$ cat config.mk
export PLATFORM = sky130hd
export DESIGN_NAME = lif_neuron_array_flat
export DESIGN_NICKNAME = d
export VERILOG_FILES = /design/src/rtl/lif_neuron_array_if.sv /design/src/rtl/lif_neuron_array.sv /design/src/flat_wrapper.sv
export SDC_FILE = /design/constraint.sdc
export NUM_CORES = 1
export LEC_CHECK = 0
export ABC_AREA = 1
export CAP_MARGIN = 20
export CORE_MARGIN = 2
export CORE_UTILIZATION = 25
export CTS_CLUSTER_SIZE = 25
export DETAILED_ROUTE_END_ITERATION = 16
export PLACE_DENSITY = 0.44
export SKIP_LAST_GASP = 1
export SLEW_MARGIN = 20
export SYNTH_ARGS = -nofsm -noshare
export SYNTH_HDL_FRONTEND = slang
export SYNTH_SLANG_ARGS = --single-unit
$ cat constraint.sdc
create_clock -name clk -period 11.95 [get_ports clk]
set_input_delay 1.195 -clock clk [delete_from_list [all_inputs] [get_ports clk]]
set_output_delay 1.195 -clock clk [all_outputs]
set_load 0.005 [all_outputs]
$ cat src/rtl/lif_neuron_array_if.sv
// Handshake/data bundle between the current source and the LIF neuron array.
// Widths follow the array's parameters; the host side uses master, the array uses slave.
interface lif_neuron_array_if #(
    parameter int N_NEURONS = 4,
    parameter int WIDTH     = 8,
    parameter int CNT_W     = 16
);
    localparam int IW = (N_NEURONS > 1) ? $clog2(N_NEURONS) : 1;

    logic                         en;
    logic [N_NEURONS*WIDTH-1:0]   current_in;
    logic [WIDTH-1:0]             threshold;
    logic                         cnt_clr;
    logic [N_NEURONS-1:0]         spike;
    logic [IW-1:0]                mem_idx;
    logic [WIDTH-1:0]             mem_out;
    logic                         upd_valid;
    logic [CNT_W-1:0]             spike_cnt;

    modport master (
        output en, current_in, threshold, cnt_clr,
        input  spike, mem_idx, mem_out, upd_valid, spike_cnt
    );

    modport slave (
        input  en, current_in, threshold, cnt_clr,
        output spike, mem_idx, mem_out, upd_valid, spike_cnt
    );
endinterface

$ cat src/rtl/lif_neuron_array.sv
// Time-multiplexed leaky integrate-and-fire array: one neuron updated per enabled cycle, round-robin.
// Latency 1 cycle from the updating edge to spike/mem_out; en=0 simply stalls the rotation with no state loss.
module lif_neuron_array #(
    parameter int N_NEURONS  = 4,
    parameter int WIDTH      = 8,
    parameter int LEAK_SHIFT = 3,
    parameter int REFRAC     = 2,
    parameter int CNT_W      = 16
) (
    input  logic                clk,
    input  logic                rst_n,
    lif_neuron_array_if.slave   bus
);
    localparam int IW  = (N_NEURONS > 1) ? $clog2(N_NEURONS) : 1;
    localparam int RCW = (REFRAC > 0) ? $clog2(REFRAC + 1) : 1;

    logic [WIDTH-1:0]     r_v   [N_NEURONS];
    logic [RCW-1:0]       r_rc  [N_NEURONS];
    logic [IW-1:0]        r_ptr;
    logic [N_NEURONS-1:0] r_spike;
    logic [IW-1:0]        r_idx;
    logic [WIDTH-1:0]     r_mem;
    logic                 r_valid;
    logic [CNT_W-1:0]     r_cnt;

    logic [WIDTH-1:0]     w_v;
    logic [WIDTH-1:0]     w_cur;
    logic [RCW-1:0]       w_rc;
    logic [WIDTH-1:0]     w_leaked;
    logic [WIDTH:0]       w_sum;
    logic [WIDTH-1:0]     w_sat;
    logic                 w_refr;
    logic                 w_fire;
    logic [WIDTH-1:0]     w_new;

    // Mux out the state and input slice of the neuron under the pointer.
    always_comb begin
        w_v   = '0;
        w_cur = '0;
        w_rc  = '0;
        for (int k = 0; k < N_NEURONS; k++) begin
            if (r_ptr == IW'(k)) begin
                w_v   = r_v[k];
                w_cur = bus.current_in[k*WIDTH +: WIDTH];
                w_rc  = r_rc[k];
            end
        end
    end

    assign w_leaked = w_v - (w_v >> LEAK_SHIFT);
    assign w_sum    = {1'b0, w_leaked} + {1'b0, w_cur};
    assign w_sat    = w_sum[WIDTH] ? {WIDTH{1'b1}} : w_sum[WIDTH-1:0];
    assign w_refr   = (w_rc != '0);
    assign w_fire   = bus.en && !w_refr && (w_sat >= bus.threshold);
    assign w_new    = (w_refr || w_fire) ? '0 : w_sat;

    always_ff @(posedge clk or negedge rst_n) begin
        if (!rst_n) begin
            for (int k = 0; k < N_NEURONS; k++) begin
                r_v[k]  <= '0;
                r_rc[k] <= '0;
            end
            r_ptr   <= '0;
            r_spike <= '0;
            r_idx   <= '0;
            r_mem   <= '0;
            r_valid <= 1'b0;
            r_cnt   <= '0;
        end else begin
            r_valid <= bus.en;
            for (int k = 0; k < N_NEURONS; k++) begin
                r_spike[k] <= w_fire && (r_ptr == IW'(k));
            end
            if (bus.en) begin
                r_idx <= r_ptr;
                r_mem <= w_new;
                r_ptr <= (r_ptr == IW'(N_NEURONS - 1)) ? '0 : r_ptr + 1'b1;
                for (int k = 0; k < N_NEURONS; k++) begin
                    if (r_ptr == IW'(k)) begin
                        r_v[k] <= w_new;
                        if (w_refr) begin
                            r_rc[k] <= w_rc - 1'b1;
                        end else if (w_fire) begin
                            r_rc[k] <= RCW'(REFRAC);
                        end
                    end
                end
            end
            // A clear wins over the old count but still records a same-cycle fire.
            if (bus.cnt_clr) begin
                r_cnt <= w_fire ? CNT_W'(1) : '0;
            end else if (w_fire && (r_cnt != {CNT_W{1'b1}})) begin
                r_cnt <= r_cnt + 1'b1;
            end
        end
    end

    assign bus.spike     = r_spike;
    assign bus.mem_idx   = r_idx;
    assign bus.mem_out   = r_mem;
    assign bus.upd_valid = r_valid;
    assign bus.spike_cnt = r_cnt;
endmodule
$ cat src/flat_wrapper.sv
// flat-port wrapper written by rule: the top's interface ports become plain ports
module lif_neuron_array_flat 
#(
    parameter int N_NEURONS  = 4,
    parameter int WIDTH      = 8,
    parameter int LEAK_SHIFT = 3,
    parameter int REFRAC     = 2,
    parameter int CNT_W      = 16
)
  (clk, rst_n, bus_en, bus_current_in, bus_threshold, bus_cnt_clr, bus_spike, bus_mem_idx, bus_mem_out, bus_upd_valid, bus_spike_cnt);
  lif_neuron_array_if #(.N_NEURONS(N_NEURONS), .WIDTH(WIDTH), .CNT_W(CNT_W)) bus_i ();
  input  logic clk;
  input  logic rst_n;
  input wire logic [$bits(bus_i.en)-1:0] bus_en;
  input wire logic [$bits(bus_i.current_in)-1:0] bus_current_in;
  input wire logic [$bits(bus_i.threshold)-1:0] bus_threshold;
  input wire logic [$bits(bus_i.cnt_clr)-1:0] bus_cnt_clr;
  output wire logic [$bits(bus_i.spike)-1:0] bus_spike;
  output wire logic [$bits(bus_i.mem_idx)-1:0] bus_mem_idx;
  output wire logic [$bits(bus_i.mem_out)-1:0] bus_mem_out;
  output wire logic [$bits(bus_i.upd_valid)-1:0] bus_upd_valid;
  output wire logic [$bits(bus_i.spike_cnt)-1:0] bus_spike_cnt;
  assign bus_i.en = bus_en;
  assign bus_i.current_in = bus_current_in;
  assign bus_i.threshold = bus_threshold;
  assign bus_i.cnt_clr = bus_cnt_clr;
  assign bus_spike = bus_i.spike;
  assign bus_mem_idx = bus_i.mem_idx;
  assign bus_mem_out = bus_i.mem_out;
  assign bus_upd_valid = bus_i.upd_valid;
  assign bus_spike_cnt = bus_i.spike_cnt;
  lif_neuron_array #(.N_NEURONS(N_NEURONS), .WIDTH(WIDTH), .LEAK_SHIFT(LEAK_SHIFT), .REFRAC(REFRAC), .CNT_W(CNT_W)) u_core (.clk(clk), .rst_n(rst_n), .bus(bus_i));
endmodule
==> results of run 1 <==
-- flip-flops by register name, summed over array words and instances (netlist names) --
signal / cells
u_core.bus.upd_valid: 1
u_core.bus.mem_idx: 2
u_core.r_v: 32
u_core.r_ptr: 2
u_core.bus.mem_out: 8
u_core.bus.spike_cnt: 16
u_core.bus.spike: 4
u_core.r_rc: 8
-- critical path, delay by kind of cell (launching register included) --
kind / cells / cell delay (ps)
flops: 1 / 390
compound gates: 5 / 860
fa+ha+maj: 5 / 1950
xor+xnor: 1 / 180
buf+inv: 5 / 620
simple gates: 18 / 2870
-- stage by stage --
stage	util, %	worst slack (ps)	cells
6_report	32.3	4970	985
5_1_grt	32.3	4140	985
4_1_cts	32.2	4890	984
3_5_place_dp	30.6	4910	968
3_3_place_gp	30.6	4970	968
2_1_floorplan	-	7120	662
-- cell usage after synthesis --
| cell | count | area [sq um] |
|---|---|---|
| nand2_1 | 226 | 848 |
| dfrtp_1 | 73 | 1830 |
| inv_1 | 55 | 206 |
| nor2_1 | 51 | 191 |
| nand3_1 | 44 | 220 |
| nand4_1 | 42 | 263 |
| ha_1 | 28 | 350 |
| a21oi_1 | 24 | 120 |
| o21ai_0 | 24 | 120 |
| clkbuf_1 | 17 | 63.8 |
| a22oi_1 | 15 | 113 |
| xor2_1 | 14 | 123 |
| buf_2 | 12 | 60.1 |
| nor3_1 | 4 | 20.0 |
| or2_2 | 4 | 25.0 |
| nand2_2 | 3 | 18.8 |
| o21a_1 | 3 | 22.5 |
| xnor2_1 | 3 | 26.3 |
| a22o_1 | 2 | 17.5 |
| buf_6 | 2 | 22.5 |
| clkinv_1 | 2 | 7.51 |
| fa_1 | 2 | 40.0 |
| nand2_4 | 2 | 22.5 |
| nand3b_1 | 2 | 15.0 |
| a21oi_2 | 1 | 8.76 |
| clkbuf_8 | 1 | 13.8 |
| nand3_4 | 1 | 17.5 |
| nand4_2 | 1 | 12.5 |
| nor2_2 | 1 | 6.26 |
| nor3_4 | 1 | 16.3 |
| o21ai_1 | 1 | 5.00 |
| o21bai_1 | 1 | 7.51 |
-- worst max path at each step --
| stage | end | slack (ps) | cells after the start |
|---|---|---|---|
| 3_3_place_gp | u_core.r_rc[3] | 4970 | 34 |
| 5_1_grt | u_core.r_rc[0] | 4140 | 34 |
| 2_1_floorplan | u_core.r_rc[1] | 7120 | 32 |
| 3_5_place_dp | u_core.r_rc[1] | 4910 | 34 |
| 6_report | u_core.r_rc[0] | 4970 | 34 |
| 4_1_cts | u_core.r_rc[0] | 4890 | 34 |
-- layer usage --
layer / wire (um) / track usage [%] / up-vias
li1: - / - / 2285
met5: 0 / 0 / -
met1: 6820 / 19.9 / 2170
met2: 7030 / 24.7 / 132
met3: 990 / 4.39 / 8
met4: 112 / 2.81 / 0
-- cell families after synthesis --
family / after synthesis / share of synthesized area, %
fa+ha+maj: 30 / 8.08
flops: 73 / 37.8
simple gates: 382 / 34.7
xor+xnor: 17 / 3.08
compound gates: 71 / 8.57
buf+inv: 89 / 7.74
-- layout make-up --
type / instances / area, sq um
sequential: 73 / 1830
timing repair buffer: 79 / 796
fill: 1974 / 12700
clock inverter: 3 / 40.0
multi-input combinational: 500 / 2630
tap: 260 / 325
inverter: 57 / 214
clock buffer: 13 / 250
==> flow_metrics.env, run 1 <==
export IMPL_antenna_found_initial=0
export IMPL_rows=50
export IMPL_io_pins=75
export IMPL_ys_seq_elements=73
export IMPL_r2r_slack_ps=4970
export IMPL_ys_types=32
export IMPL_drv_max_cap_violation_count=0
export IMPL_critical_path_class="register to register"
export IMPL_numCtsBuffers=9
export IMPL_post_drt_wl_per_cell_um=15.2
export IMPL_layout_worst_path_cycle_share_pct=58.4
export IMPL_grt_max_degree=74
export IMPL_hold_end="u_core.r_v[9]"
export IMPL_drtIter0Drc=322
export IMPL_setup_violations=0
export IMPL_cts_hold_buf=0
export IMPL_postSynthAreaPerCell_sq_um=7.30
export IMPL_io_buffer_count=74
export IMPL_final_cell_mix="226 x nand2_1, 73 x clkdlybuf4s50_1, 73 x dfrtp_1"
export IMPL_worst_ep_required_time_ps=12230
export IMPL_area_growth_pct=25.9
export IMPL_slew_violations=0
export IMPL_worstRegToRegCells=34
export IMPL_clockBufferDepth=2
export IMPL_clk_pin_slew_ps=60
export IMPL_final_hold_violation_count=0
export IMPL_min_path_cells=2
export IMPL_synth_seq_area_share_pct=37.8
export IMPL_syn_nets=736
export IMPL_dpl_cell_area_sq_mm=0.00576
export IMPL_core_area_sq_mm=0.0188
export IMPL_post_route_min_period_ps=6980
export IMPL_crit_path_frequent_cell="nand2_1"
export IMPL_cp_slowest_cell="nor2_2"
export IMPL_worstMarginPinSlew_ps=938
export IMPL_die_area_sq_mm=0.0205
export IMPL_yosysWarnings=0
export IMPL_cts_tree="done"
export IMPL_nNetsFinal=794
export IMPL_status="complete, no violations"
export IMPL_cts_resized=0
export IMPL_r2r_end="u_core.r_rc[0]"
export IMPL_layout_commonest_cell="nand2_1"
export IMPL_hold_path_class="register to register"
export IMPL_hp_start="u_core.r_v[9]"
export IMPL_vias=4595
export IMPL_final_cell_area_sq_mm=0.00608
export IMPL_crit_path_max_incr_delay_ps=830
export IMPL_drive_gt1_share_pct=4.55
export IMPL_synthCells=662
export IMPL_totalWireLength_um=14900
export IMPL_post_cts_buffers=0
export IMPL_crit_start="u_core.r_ptr[1]"
export IMPL_dp_hpwl_um=10700
export IMPL_start_util_pct=25.7
export IMPL_grt_pass1_wl_um=24000
export IMPL_reg2reg_from="u_core.r_ptr[1]"
export IMPL_drc=0
export IMPL_viasPerCell=4.66
export IMPL_clk_latency_ps=340
export IMPL_root_buffer="clkbuf_16"
export IMPL_final_antenna_net_count=0
export IMPL_die_h_um=143
export IMPL_critPathCaptureType="register"
export IMPL_synth_area_sq_mm=0.00483
export IMPL_grt_pass1_vias=4493
export IMPL_fmax_mhz=143
export IMPL_antenna_cells=0
export IMPL_first_pass_iters=5
export IMPL_finClkSkew_ps=5.74
export IMPL_globalRouteOverflowTotal=0
export IMPL_fp_dieW_um=143
export IMPL_rsz0062_at_grt="false"
export IMPL_tns_ps=0
export IMPL_cp_data_arrival_time_ps=7260
export IMPL_cts_sinks=73
export IMPL_grt_usage_pct=15.1
export IMPL_gp_congestion=0.893
export IMPL_slew_headroom_pct=37.5
export IMPL_crit_fanout=45
export IMPL_hold_ws_ps=481
export IMPL_cts_max_level=3
export IMPL_crit_path_start_kind="register"
Power of run 1 is not shown: default switching activity piles up to over one toggle a cycle in this logic, so the estimate is an artifact.
==> inputs of run 2 (changes only) <==
==> constraint.sdc (replaced) <==
create_clock -name clk -period 6.5 [get_ports clk]
set_input_delay 0.65 -clock clk [delete_from_list [all_inputs] [get_ports clk]]
set_output_delay 0.65 -clock clk [all_outputs]
set_load 0.005 [all_outputs]
==> flow_metrics.env, run 2 (synthesized netlist as in run 1, its figures left out) <==
export IMPL_tns_ps=0
export IMPL_hold_path_class="primary input to async pin"
export IMPL_slew_headroom_pct=34.7
export IMPL_start_util_pct=25.7
export IMPL_crit_path_frequent_cell="nand2_1"
export IMPL_worstMarginPinSlew_ps=980
export IMPL_final_cell_area_sq_mm=0.00618
export IMPL_finalCoreUtilization_pct=32.8
export IMPL_first_pass_iters=4
export IMPL_fp_dieW_um=143
export IMPL_cts_tree="done"
export IMPL_post_drt_wl_per_cell_um=15.3
export IMPL_clk_latency_ps=340
export IMPL_numCtsBuffers=9
export IMPL_cts_max_level=3
export IMPL_worst_ep_required_time_ps=6770
export IMPL_post_cts_buffers=0
export IMPL_rsz0062_at_grt="false"
export IMPL_totalWireLength_um=15200
export IMPL_drtIter0Drc=318
export IMPL_drv_max_cap_violation_count=0
export IMPL_cts_sinks=73
export IMPL_grt_max_degree=74
export IMPL_dpl_cell_area_sq_mm=0.00584
export IMPL_globalRouteOverflowTotal=0
export IMPL_io_buffer_count=74
export IMPL_layout_commonest_cell="nand2_1"
export IMPL_viasPerCell=4.65
export IMPL_rows=50
export IMPL_crit_path_max_incr_delay_ps=430
export IMPL_vias=4617
export IMPL_crit_fanout=42
export IMPL_die_area_sq_mm=0.0205
export IMPL_drc=0
export IMPL_clockBufferDepth=2
export IMPL_setup_violations=0
export IMPL_regMostFlops="u_core.r_v"
export IMPL_io_pins=75
export IMPL_nNetsFinal=802
export IMPL_cts_hold_buf=0
export IMPL_layout_worst_path_cycle_share_pct=87.9
export IMPL_status="complete, no violations"
export IMPL_finClkSkew_ps=7.87
export IMPL_hold_ws_ps=468
export IMPL_slew_violations=0
export IMPL_largest_reg_flops=32
export IMPL_die_h_um=143
export IMPL_final_cell_mix="225 x nand2_1, 73 x clkdlybuf4s50_1, 73 x dfrtp_1"
export IMPL_final_antenna_net_count=0
export IMPL_clk_pin_slew_ps=60
export IMPL_cp_data_arrival_time_ps=5980
export IMPL_grt_pass1_wl_um=24600
export IMPL_area_growth_pct=27.9
export IMPL_grt_usage_pct=15.5
export IMPL_critPathCaptureType="register"
export IMPL_post_route_min_period_ps=5710
export IMPL_path_buf_inv=4
export IMPL_root_buffer="clkbuf_16"
export IMPL_grt_pass1_vias=4635
export IMPL_cp_top_family="simple AND/OR/NAND/NOR gates"
export IMPL_dp_hpwl_um=10600
export IMPL_crit_path_start_kind="register"
export IMPL_cp_slowest_cell="a22oi_1"
export IMPL_core_area_sq_mm=0.0188
export IMPL_drive_gt1_share_pct=6.41
export IMPL_critical_path_class="register to register"
export IMPL_gp_congestion=0.872
export IMPL_antenna_cells=0
export IMPL_antenna_found_initial=0
export IMPL_fmax_mhz=175
export IMPL_final_hold_violation_count=0
[run 2: what timing repair did]
item                                    4_1_cts  5_1_grt
endpoints found under the setup margin        0       66
resized for setup                             0        4
endpoints found under the hold margin         0        0
[run 2: per-layer routing]
layer	global-route usage, %	vias to the layer above	wire length, um
met4	3.07	0	137
li1	-	2312	-
met3	3.79	12	767
met2	26.0	111	7370
met1	20.3	2182	6940
met5	0	-	0
[run 2: final cells by class]
type	instances	area, sq um
repair inverters	1	5.00
flip-flops and latches	73	1830
well taps	260	325
multi-input cells	500	2640
repair buffers	86	841
clock buffers	11	253
inverters	57	218
clock inverters	5	77.6
fillers	2011	12600
[run 2: stage by stage]
stage                     setup slack (ps)  instances
after floorplan                       1670        662
after global routing                   135        993
after global placement                 185        976
after CTS                              116        992
after detailed placement               136        976
final                                  785        993
[run 2: final timing paths]
check | from | end | slack, ps | cells after the start
worst max-delay path | u_core.r_ptr[1] | u_core.bus.mem_out[7] | 790 | 28
worst min-delay path | rst_n | u_core.r_rc[3] | 470 | 1
worst max register to register | u_core.r_ptr[1] | u_core.bus.mem_out[7] | 790 | 28
worst min register to register | u_core.r_rc[0] | u_core.r_rc[0] | 480 | 2
max in group asynchronous | rst_n | u_core.bus.spike_cnt[13] | 5400 | 1
min in group clk | u_core.r_rc[0] | u_core.r_rc[0] | 480 | 2
Power of run 2 is left out for the same reason.
